$ cat src/rtl/fdd_head_positioner_if.sv
// FDC-side pin bundle for the head positioner: drive select, step/direction,
// per-drive motor and media status in, selected-drive status and seek strobes out.
interface fdd_head_positioner_if #(
  parameter int NUM_DRIVES = 2
);
  localparam int SEL_W = (NUM_DRIVES > 1) ? $clog2(NUM_DRIVES) : 1;

  // No valid/ready pair here: STEPn is a level pin whose falling edge is the
  // request, and seek_done is an unconditional one-clk strobe per drive.
  logic [SEL_W-1:0]      USEL;
  logic                  STEPn;
  logic                  SDIRn;
  logic [NUM_DRIVES-1:0] MOTORn;
  logic [NUM_DRIVES-1:0] disk_mounted;
  logic [NUM_DRIVES-1:0] disk_readonly;
  logic [6:0]            track;
  logic                  TRACK0n;
  logic                  READYn;
  logic                  INDEXn;
  logic                  WPROTn;
  logic                  seek_busy;
  logic [NUM_DRIVES-1:0] seek_done;

  modport master (
    output USEL, STEPn, SDIRn, MOTORn, disk_mounted, disk_readonly,
    input  track, TRACK0n, READYn, INDEXn, WPROTn, seek_busy, seek_done
  );

  modport slave (
    input  USEL, STEPn, SDIRn, MOTORn, disk_mounted, disk_readonly,
    output track, TRACK0n, READYn, INDEXn, WPROTn, seek_busy, seek_done
  );
endinterface

$ cat src/rtl/fdd_head_positioner.sv
// N-drive floppy head positioner: per-drive cylinder, step-rate timer,
// spin-up counter and rotation counter, with status muxed by USEL.
module fdd_head_positioner #(
  parameter int NUM_DRIVES = 2,
  parameter int MAX_TRACKS = 80,
  parameter int STEP_MS    = 3,
  parameter int SPINUP_MS  = 100,
  parameter int ROT_MS     = 200,
  parameter int INDEX_MS   = 4
) (
  input  logic                  clk,
  input  logic                  reset,
  input  logic                  msclk,
  fdd_head_positioner_if.slave  fdc
);
  localparam int SEL_W = (NUM_DRIVES > 1) ? $clog2(NUM_DRIVES) : 1;
  localparam logic [6:0]       CYL_MAX  = 7'(MAX_TRACKS - 1);
  localparam logic [7:0]       STEP_LD  = 8'(STEP_MS);
  localparam logic [9:0]       SPIN_MAX = 10'(SPINUP_MS);
  localparam logic [9:0]       ROT_LAST = 10'(ROT_MS - 1);
  localparam logic [9:0]       IDX_LEN  = 10'(INDEX_MS);
  localparam logic [SEL_W:0]   DRV_CNT  = NUM_DRIVES[SEL_W:0];

  logic [6:0] cyl      [NUM_DRIVES];
  logic [7:0] step_tmr [NUM_DRIVES];
  logic [9:0] spin_cnt [NUM_DRIVES];
  logic [9:0] rot_cnt  [NUM_DRIVES];

  logic                  stepn_s;
  logic                  last_stepn;
  logic                  step_edge;
  logic                  step_in;
  logic                  step_out;
  logic [SEL_W-1:0]      sel;
  logic [NUM_DRIVES-1:0] step_load;
  logic [NUM_DRIVES-1:0] seek_done_q;

  // An out-of-range select falls back to drive 0 rather than indexing past the arrays.
  assign sel       = ({1'b0, fdc.USEL} < DRV_CNT) ? fdc.USEL : '0;
  assign step_edge = last_stepn & ~stepn_s;

  always_comb begin
    step_in   = 1'b0;
    step_out  = 1'b0;
    step_load = '0;
    // Edges that arrive while the selected drive is still settling are dropped.
    if (step_edge && (step_tmr[sel] == 8'd0)) begin
      if (fdc.SDIRn && (cyl[sel] < CYL_MAX)) begin
        step_in = 1'b1;
      end else if (!fdc.SDIRn && (cyl[sel] != 7'd0)) begin
        step_out = 1'b1;
      end
    end
    for (int d = 0; d < NUM_DRIVES; d++) begin
      step_load[d] = (step_in || step_out) && (sel == SEL_W'(d));
    end
  end

  always_ff @(posedge clk or posedge reset) begin
    if (reset) begin
      stepn_s     <= 1'b1;
      last_stepn  <= 1'b1;
      seek_done_q <= '0;
      for (int d = 0; d < NUM_DRIVES; d++) begin
        cyl[d]      <= '0;
        step_tmr[d] <= '0;
        spin_cnt[d] <= '0;
        rot_cnt[d]  <= '0;
      end
    end else begin
      stepn_s    <= fdc.STEPn;
      last_stepn <= stepn_s;
      for (int d = 0; d < NUM_DRIVES; d++) begin
        if (step_load[d]) begin
          cyl[d]      <= step_in ? (cyl[d] + 7'd1) : (cyl[d] - 7'd1);
          step_tmr[d] <= STEP_LD;
        end else if (msclk && (step_tmr[d] != 8'd0)) begin
          step_tmr[d] <= step_tmr[d] - 8'd1;
        end
        // A loaded drive had a zero timer, so a 1->0 transition never collides with a load.
        seek_done_q[d] <= msclk && (step_tmr[d] == 8'd1);

        if (fdc.MOTORn[d]) begin
          spin_cnt[d] <= '0;
        end else if (msclk && (spin_cnt[d] != SPIN_MAX)) begin
          spin_cnt[d] <= spin_cnt[d] + 10'd1;
        end

        if (fdc.MOTORn[d] || !fdc.disk_mounted[d]) begin
          rot_cnt[d] <= '0;
        end else if (msclk) begin
          rot_cnt[d] <= (rot_cnt[d] == ROT_LAST) ? 10'd0 : (rot_cnt[d] + 10'd1);
        end
      end
    end
  end

  assign fdc.track     = cyl[sel];
  assign fdc.TRACK0n   = (cyl[sel] != 7'd0);
  assign fdc.READYn    = !((spin_cnt[sel] == SPIN_MAX) && fdc.disk_mounted[sel]);
  assign fdc.INDEXn    = !(!fdc.MOTORn[sel] && fdc.disk_mounted[sel] && (rot_cnt[sel] < IDX_LEN));
  assign fdc.WPROTn    = !(fdc.disk_mounted[sel] && fdc.disk_readonly[sel]);
  assign fdc.seek_busy = (step_tmr[sel] != 8'd0);
  assign fdc.seek_done = seek_done_q;
endmodule
$ cat src/flat_wrapper.sv
// flat-port wrapper written by rule: the top's interface ports become plain ports
module fdd_head_positioner_flat 
#(
  parameter int NUM_DRIVES = 2,
  parameter int MAX_TRACKS = 80,
  parameter int STEP_MS    = 3,
  parameter int SPINUP_MS  = 100,
  parameter int ROT_MS     = 200,
  parameter int INDEX_MS   = 4
)
  (clk, reset, msclk, fdc_USEL, fdc_STEPn, fdc_SDIRn, fdc_MOTORn, fdc_disk_mounted, fdc_disk_readonly, fdc_track, fdc_TRACK0n, fdc_READYn, fdc_INDEXn, fdc_WPROTn, fdc_seek_busy, fdc_seek_done);
  fdd_head_positioner_if #(.NUM_DRIVES(NUM_DRIVES)) fdc_i ();
  input  logic clk;
  input  logic reset;
  input  logic msclk;
  input wire logic [$bits(fdc_i.USEL)-1:0] fdc_USEL;
  input wire logic [$bits(fdc_i.STEPn)-1:0] fdc_STEPn;
  input wire logic [$bits(fdc_i.SDIRn)-1:0] fdc_SDIRn;
  input wire logic [$bits(fdc_i.MOTORn)-1:0] fdc_MOTORn;
  input wire logic [$bits(fdc_i.disk_mounted)-1:0] fdc_disk_mounted;
  input wire logic [$bits(fdc_i.disk_readonly)-1:0] fdc_disk_readonly;
  output wire logic [$bits(fdc_i.track)-1:0] fdc_track;
  output wire logic [$bits(fdc_i.TRACK0n)-1:0] fdc_TRACK0n;
  output wire logic [$bits(fdc_i.READYn)-1:0] fdc_READYn;
  output wire logic [$bits(fdc_i.INDEXn)-1:0] fdc_INDEXn;
  output wire logic [$bits(fdc_i.WPROTn)-1:0] fdc_WPROTn;
  output wire logic [$bits(fdc_i.seek_busy)-1:0] fdc_seek_busy;
  output wire logic [$bits(fdc_i.seek_done)-1:0] fdc_seek_done;
  assign fdc_i.USEL = fdc_USEL;
  assign fdc_i.STEPn = fdc_STEPn;
  assign fdc_i.SDIRn = fdc_SDIRn;
  assign fdc_i.MOTORn = fdc_MOTORn;
  assign fdc_i.disk_mounted = fdc_disk_mounted;
  assign fdc_i.disk_readonly = fdc_disk_readonly;
  assign fdc_track = fdc_i.track;
  assign fdc_TRACK0n = fdc_i.TRACK0n;
  assign fdc_READYn = fdc_i.READYn;
  assign fdc_INDEXn = fdc_i.INDEXn;
  assign fdc_WPROTn = fdc_i.WPROTn;
  assign fdc_seek_busy = fdc_i.seek_busy;
  assign fdc_seek_done = fdc_i.seek_done;
  fdd_head_positioner #(.NUM_DRIVES(NUM_DRIVES), .MAX_TRACKS(MAX_TRACKS), .STEP_MS(STEP_MS), .SPINUP_MS(SPINUP_MS), .ROT_MS(ROT_MS), .INDEX_MS(INDEX_MS)) u_core (.clk(clk), .reset(reset), .msclk(msclk), .fdc(fdc_i));
endmodule
$ cat config.mk
export PLATFORM = sky130hd
export DESIGN_NAME = fdd_head_positioner_flat
export DESIGN_NICKNAME = d
export VERILOG_FILES = /design/src/rtl/fdd_head_positioner_if.sv /design/src/rtl/fdd_head_positioner.sv /design/src/flat_wrapper.sv
export SDC_FILE = /design/constraint.sdc
export NUM_CORES = 1
export LEC_CHECK = 0
export CORE_ASPECT_RATIO = 0.5
export CORE_MARGIN = 4
export CORE_UTILIZATION = 45
export DETAILED_ROUTE_END_ITERATION = 12
export PLACE_DENSITY = 0.73
export SYNTH_ARGS = -nofsm -noshare
export SYNTH_HDL_FRONTEND = slang
export SYNTH_SLANG_ARGS = --single-unit
$ cat constraint.sdc
create_clock -name clk -period 3.8 [get_ports clk]
set_input_delay 0.76 -clock clk [delete_from_list [all_inputs] [get_ports clk]]
set_output_delay 0.76 -clock clk [all_outputs]
set_load 0.05 [all_outputs]
# [Word level (Yosys, flattened, before mapping)]
# Cells that the tools add are included.
[totals] in_bits=12 register_bits=74 out_inout_bits=14
[classes] n_mux=39 eq_ne=7 n_bitwise=4 n_reduce_logical=36 addsub=10 order_cmp=4
[ops] op="2-to-1 mux 10 bit" n=16
[ops] op="2-to-1 mux 8 bit" n=7
[ops] op="adder 10 x 1 -> 10 bit (second input constant)" n=4
[ops] op="2-to-1 mux 7 bit" n=5
[ops] op="nonzero test 8 bit" n=3
[ops] op="equality test 10 x 8 -> 1 bit (second input constant)" n=2
[ops] op="!= test 10 x 7 -> 1 bit (second input constant)" n=2
[ops] op="equality test 8 x 1 -> 1 bit (second input constant)" n=2
[ops] op="subtractor 8 x 1 -> 8 bit (second input constant)" n=2
[ops] op="logical AND 1 bit" n=15
[ops] op="adder 7 x 1 -> 7 bit (second input constant)" n=2
[ops] op="subtractor 7 x 1 -> 7 bit (second input constant)" n=2
[ops] op="nonzero test 2 bit" n=6
[ops] op="2-to-1 mux 1 bit" n=11
[ops] op="equality test 10 x 7 -> 1 bit (second input constant)" n=1
[ops] op="< comparator 10 x 3 -> 1 bit (second input constant)" n=1
[ops] op="zero test 8 bit" n=1
[ops] op="zero test 1 bit" n=7
[ops] op="< comparator 7 bit (second input constant)" n=1
[ops] op="nonzero test 7 bit" n=1
[ops] op="logical OR 1 bit" n=3
[ops] op=">= comparator 2 bit (second input constant)" n=1
[ops] op="< comparator 1 x 2 -> 1 bit (second input constant)" n=1
[ops] op="inverter 1 bit" n=2
[ops] op="other kinds (2)" n=2

# [Longest topological paths before layout]
[depth] word_depth=12 ltp_mapped=12 ltp_nobuf=11

# [Worst setup path after synthesis]
# No wires, ideal clock.
[synth_path] path_kind="input port to flip-flop" startpoint="input port fdc_USEL" endpoint="register u_core.cyl[13] (netlist bit)" cell_stages=12 setup_ns=0.080 path_buffers=1 path_slack_ns=0.072 t_arrival_ns=3.648 required_time_ns=3.720 path_cell_list="buf_2 mux2_2 nand4_1 a21o_1 nand3_1 fa_1 a211oi_1 o21bai_1 a21o_1 and4_1 o21ai_0 xnor2_1"
[synth_between] elab_chain_cells=11
[synth_lines] element="start, declared" line_no="flat_wrapper.sv:16" text="input wire logic [$bits(fdc_i.USEL)-1:0] fdc_USEL;"
[synth_lines] element="inverter 1 -> 2 bit *"
[synth_lines] element="2-to-1 mux 7 bit * (3 in a row)"
[synth_lines] element="net fdc_track[2]" line_no="flat_wrapper.sv:22" text="output wire logic [$bits(fdc_i.track)-1:0] fdc_track;"
[synth_lines] element="branches (longest 7 deep; another with < comparator 7 bit)"
[synth_lines] element="end signal, assigned by index" line_no="fdd_head_positioner.sv:75" text="cyl[d] <= step_in ? (cyl[d] + 7'd1) : (cyl[d] - 7'd1);"
[synth_lines] element="end, declared" line_no="fdd_head_positioner.sv:24" text="logic [6:0] cyl [NUM_DRIVES];"
# Mark *: on every way through the listed nets, which the timed path passes. The select of a mux whose other input is x is not followed.
# A chain may end at the register's enable or synchronous reset.

# [Final worst setup path]
[layout_path] startpoint="input port fdc_USEL" endpoint="output port fdc_INDEXn"
[layout_between] elab_chain_cells=7
[layout_lines] element="inverter 1 -> 2 bit (not written as such)" line_no="fdd_head_positioner.sv:101" text="assign fdc.INDEXn = !(!fdc.MOTORn[sel] && fdc.disk_mounted[sel] && (rot_cnt[sel] < IDX_LEN));"
[layout_lines] element="2-to-1 mux 10 bit (not written as such) (3 in a row)" line_no="fdd_head_positioner.sv:101"
[layout_lines] element="< comparator 10 x 3 -> 1 bit" line_no="fdd_head_positioner.sv:101"
[layout_lines] element="logical AND 1 bit *" line_no="fdd_head_positioner.sv:101"
[layout_lines] element="zero test 1 bit *" line_no="fdd_head_positioner.sv:101"
[layout_lines] element="end, declared" line_no="flat_wrapper.sv:25" text="output wire logic [$bits(fdc_i.INDEXn)-1:0] fdc_INDEXn;"
# Mark *: on every way between the ends. The rest lies on a longest branch, timed or not. The select of a mux whose other input is x is not followed.

==> flow_metrics.py <==
metrics = {
    "worst_setup_path": {
        "cp.arrival_ns": 2.55,
        "crit_required_ns": 3.04,
        "reg2reg_slack_ns": 0.49,
        "startpoint_type": "input port",
        "crit_type": "in -> out",
        "crit_fanout": 11,
        "crit_path_end_kind": "output port",
    },
    "pwr": {
        "p_leak_nw": 2.39,
        "swShare": 0.350,
        "vdd_ir_drop_max_v": 0.000550,
        "power_frac_clock": 0.275,
        "p_comb_frac": 0.399,
        "netSwitchingPower_w": 0.00119,
        "p_int_w": 0.00222,
        "p_seq_frac": 0.326,
        "p_per_area_mw_per_mm2": 659,
    },
    "final_layout": {
        "design_area_sq_mm": 0.00517,
        "multi_input_area_sq_mm": 0.00230,
        "fillers": 772,
        "layout-drive-gt1-share": 0.164,
        "area_growth_pct": 22.3,
        "regArea_sq_mm": 0.00185,
        "antenna_cells": 0,
        "fin_nets": 520,
        "final_cells": 606,
    },
    "synth": {
        "syn-cell-area_sq_mm": 0.00423,
        "yosys_warnings": 0,
        "syn_area_per_cell_sq_um": 9.89,
        "syn_nets": 464,
        "syn-instance-count": 428,
        "yosysSeqAreaShare": 0.438,
        "yosys.cell_types.count": 51,
        "async_flop_share": 1.00,
        "synth_seq_cells": 74,
        "yosys_most_used_dff": "dfrtp_1",
        "synth-edff-count": 0,
    },
    "die": {
        "coreArea_sq_mm": 0.00892,
        "dieWidth_um": 145,
        "placementRows": 24,
        "die_y_um": 76.6,
        "fp.dieArea_sq_mm": 0.0111,
        "io-pin-count": 26,
        "start_util": 0.474,
    },
    "detailed_routing": {
        "num_vias": 3245,
        "drtAntennaViolNets": 0,
        "drc": 0,
        "drt-total-wl_mm": 8.40,
        "drt-pass1-iter-count": 4,
        "wire_per_inst_um": 13.9,
        "via_per_inst": 5.35,
        "drt-initial-drc-count": 93,
    },
    "timing": {
        "final-hold-violation-count": 0,
        "fin_crit_ns": 3.31,
        "slew_viol_final": 0,
        "fin_skew_ns": 0.00750,
        "max_freq_mhz": 302,
        "holdWs_ns": 0.396,
        "tightestPinTransition_ns": 0.587,
        "setup_viol_count_final": 0,
        "period_share": 0.872,
        "rsz0062_at_grt": "false",
        "slew_headroom": 0.609,
    },
    "place": {
        "numPlacedInstances": 590,
        "hpwlAfterDp_mm": 5.88,
        "place.gp.congestion": 0.839,
        "port_buffers": 25,
        "place_area_sq_mm": 0.00483,
    },
    "flow_run": {
        "maxCapViolations": 0,
    },
    "clocking": {
        "cts_tree": "built",
        "clk_pin_slew_ns": 0.06,
        "cts_max_level": 3,
        "root_buffer": "clkbuf_16",
        "cts_buffers": 9,
        "clkLatencyLatePin_ns": 0.34,
        "ctsHoldBuffers": 0,
        "post_cts_buffers": 0,
        "clkSinkCount": 74,
        "cts_buffer_depth": 2,
    },
    "grt": {
        "grt_max_degree": 75,
        "grt_overflow": 0,
        "antenna_found_initial": 0,
        "grt_usage": 0.165,
        "grt_pass1_vias": 3275,
        "grt_pass1_wl_mm": 15.1,
    },
    "run_status": {
        "status": "completed",
    },
    "worst_hold_path": {
        "worstHoldPathType": "reg -> reg",
    },
}
==> critical path, cell delays in order <==
cell	delay (ns)
dlymetal6s2s_1	0.24
buf_4	0.20
buf_4	0.20
or4b_2	0.60
nor4_1	0.26
a31oi_1	0.09
buf_4	0.21
==> cell families (layout without fill, tap and decap cells) <==
group           count (synthesis)  count (layout)  share of synthesized area
simple gates                  177             177                      0.219
buf+inv                        22              83                     0.0219
flops                          74              74                      0.438
compound gates                 64              64                     0.0988
mux                            15              15                     0.0396
fa+ha+maj                      24              24                     0.0745
xor+xnor                       52              52                      0.108
==> metrics by stage <==
| stage | TNS [ns] | total power [W] | setup slack (ns) | utilization |
|---|---|---|---|---|
| 6_report | 0 | 0.00341 | 0.485 | 0.580 |
| 5_1_grt | 0 | 0.00367 | 0.282 | 0.580 |
| 4_1_cts | 0 | 0.00344 | 0.125 | 0.579 |
| 3_5_place_dp | -0.400 | 0.00248 | -0.203 | 0.542 |
| 3_3_place_gp | -0.0975 | 0.00244 | -0.0591 | 0.542 |
| 2_1_floorplan | 0 | 0.00208 | 0.0723 | - |
==> cells in the final DEF (no fill, tap or decap), types with 7 or more instances in the layout <==
cell type | synthesis | final
nor2_1 | 61 | 61
mux2_2 | 14 | 14
ha_1 | 22 | 22
xnor2_1 | 23 | 23
nand2_1 | 28 | 28
dfrtp_1 | 72 | 72
a21o_1 | 7 | 7
buf_4 | 2 | 35
xor2_1 | 29 | 29
and3_1 | 8 | 8
nor4_1 | 8 | 8
clkdlybuf4s50_1 | 0 | 12
clkbuf_16 | 0 | 9
and2_1 | 7 | 7
a21oi_1 | 15 | 15
inv_1 | 14 | 13
o21ai_0 | 16 | 16
nand3_1 | 19 | 19
==> metal layers <==
metal | routed length [um] | global-route usage | vias up
li1 | - | - | 1619
met1 | 4150 | 0.217 | 1561
met2 | 3770 | 0.258 | 52
met3 | 333 | 0.0469 | 13
met4 | 149 | 0.0644 | 0
met5 | 0 | 0 | -
==> state kept, by name, summed over array words and instances, names as in the netlist <==
| name | cells |
|---|---|
| u_core.last_stepn | 1 |
| u_core.rot_cnt | 20 |
| u_core.spin_cnt | 20 |
| u_core.fdc.seek_done | 2 |
| u_core.cyl | 14 |
| u_core.step_tmr | 16 |
| u_core.stepn_s | 1 |
==> power groups by stage <==
stage,clock network [W],registers [W],logic [W]
floorplan,0,0.00108,0.000999
global placement,0,0.00112,0.00132
detailed placement,0,0.00112,0.00136
CTS,0.000966,0.00111,0.00137
global route,0.00101,0.00114,0.00153
finish,0.000939,0.00111,0.00136
==> synthesized netlist by cell type, types with 2 or more instances <==
cell | n | area, sq um
buf_4 | 2 | 15.0
and2_1 | 7 | 43.8
xnor2_1 | 23 | 201
a21oi_1 | 15 | 75.1
buf_2 | 2 | 10.0
xor2_1 | 29 | 254
o41a_1 | 2 | 22.5
dfstp_2 | 2 | 52.6
a31oi_1 | 5 | 31.3
or3_1 | 4 | 25.0
clkbuf_1 | 3 | 11.3
nand2_1 | 28 | 105
o211ai_1 | 2 | 15.0
nor3_1 | 6 | 30.0
dfrtp_1 | 72 | 1800
a21o_1 | 7 | 52.6
a41oi_1 | 2 | 17.5
or4_1 | 2 | 15.0
and4_1 | 6 | 52.6
nor2b_1 | 5 | 31.3
o21bai_1 | 4 | 30.0
ha_1 | 22 | 275
nand4b_1 | 2 | 17.5
o21a_1 | 2 | 15.0
and3_1 | 8 | 50.1
nand4_1 | 6 | 37.5
o21ai_0 | 16 | 80.1
fa_1 | 2 | 40.0
a32o_1 | 2 | 20.0
nand3_1 | 19 | 95.1
mux2_2 | 14 | 158
a211oi_1 | 2 | 15.0
nor4_1 | 8 | 50.1
inv_1 | 14 | 52.6
and4b_1 | 2 | 20.0
nand2b_1 | 6 | 37.5
nor2_1 | 61 | 229
==> final timing paths <==
check / end / cells after the start / from
max: fdc_INDEXn / 7 / fdc_USEL
min reg2reg: u_core.last_stepn / 0 / u_core.stepn_s
min in group asynchronous: u_core.spin_cnt[7] / 3 / reset
max reg2reg: u_core.cyl[13] / 12 / u_core.step_tmr[10]
min: u_core.last_stepn / 0 / u_core.stepn_s
max in group asynchronous: u_core.last_stepn / 3 / reset
==> area by class of cell <==
class | count | share of cell area
Timing Repair Buffer | 53 | 0.0957
Clock inverter | 4 | 0.0143
Inverter | 14 | 0.0102
Clock buffer | 12 | 0.0496
Multi-Input combinational cell | 332 | 0.444
Tap cell | 117 | 0.0283
Sequential cell | 74 | 0.358
==> timing repair <==
| action | CTS | global route |
|---|---|---|
| resized for setup | 0 | 3 |
| endpoints found under the setup margin | 0 | 2 |
| endpoints found under the hold margin | 0 | 0 |
Note: power is estimated with default switching activity, not from simulation.
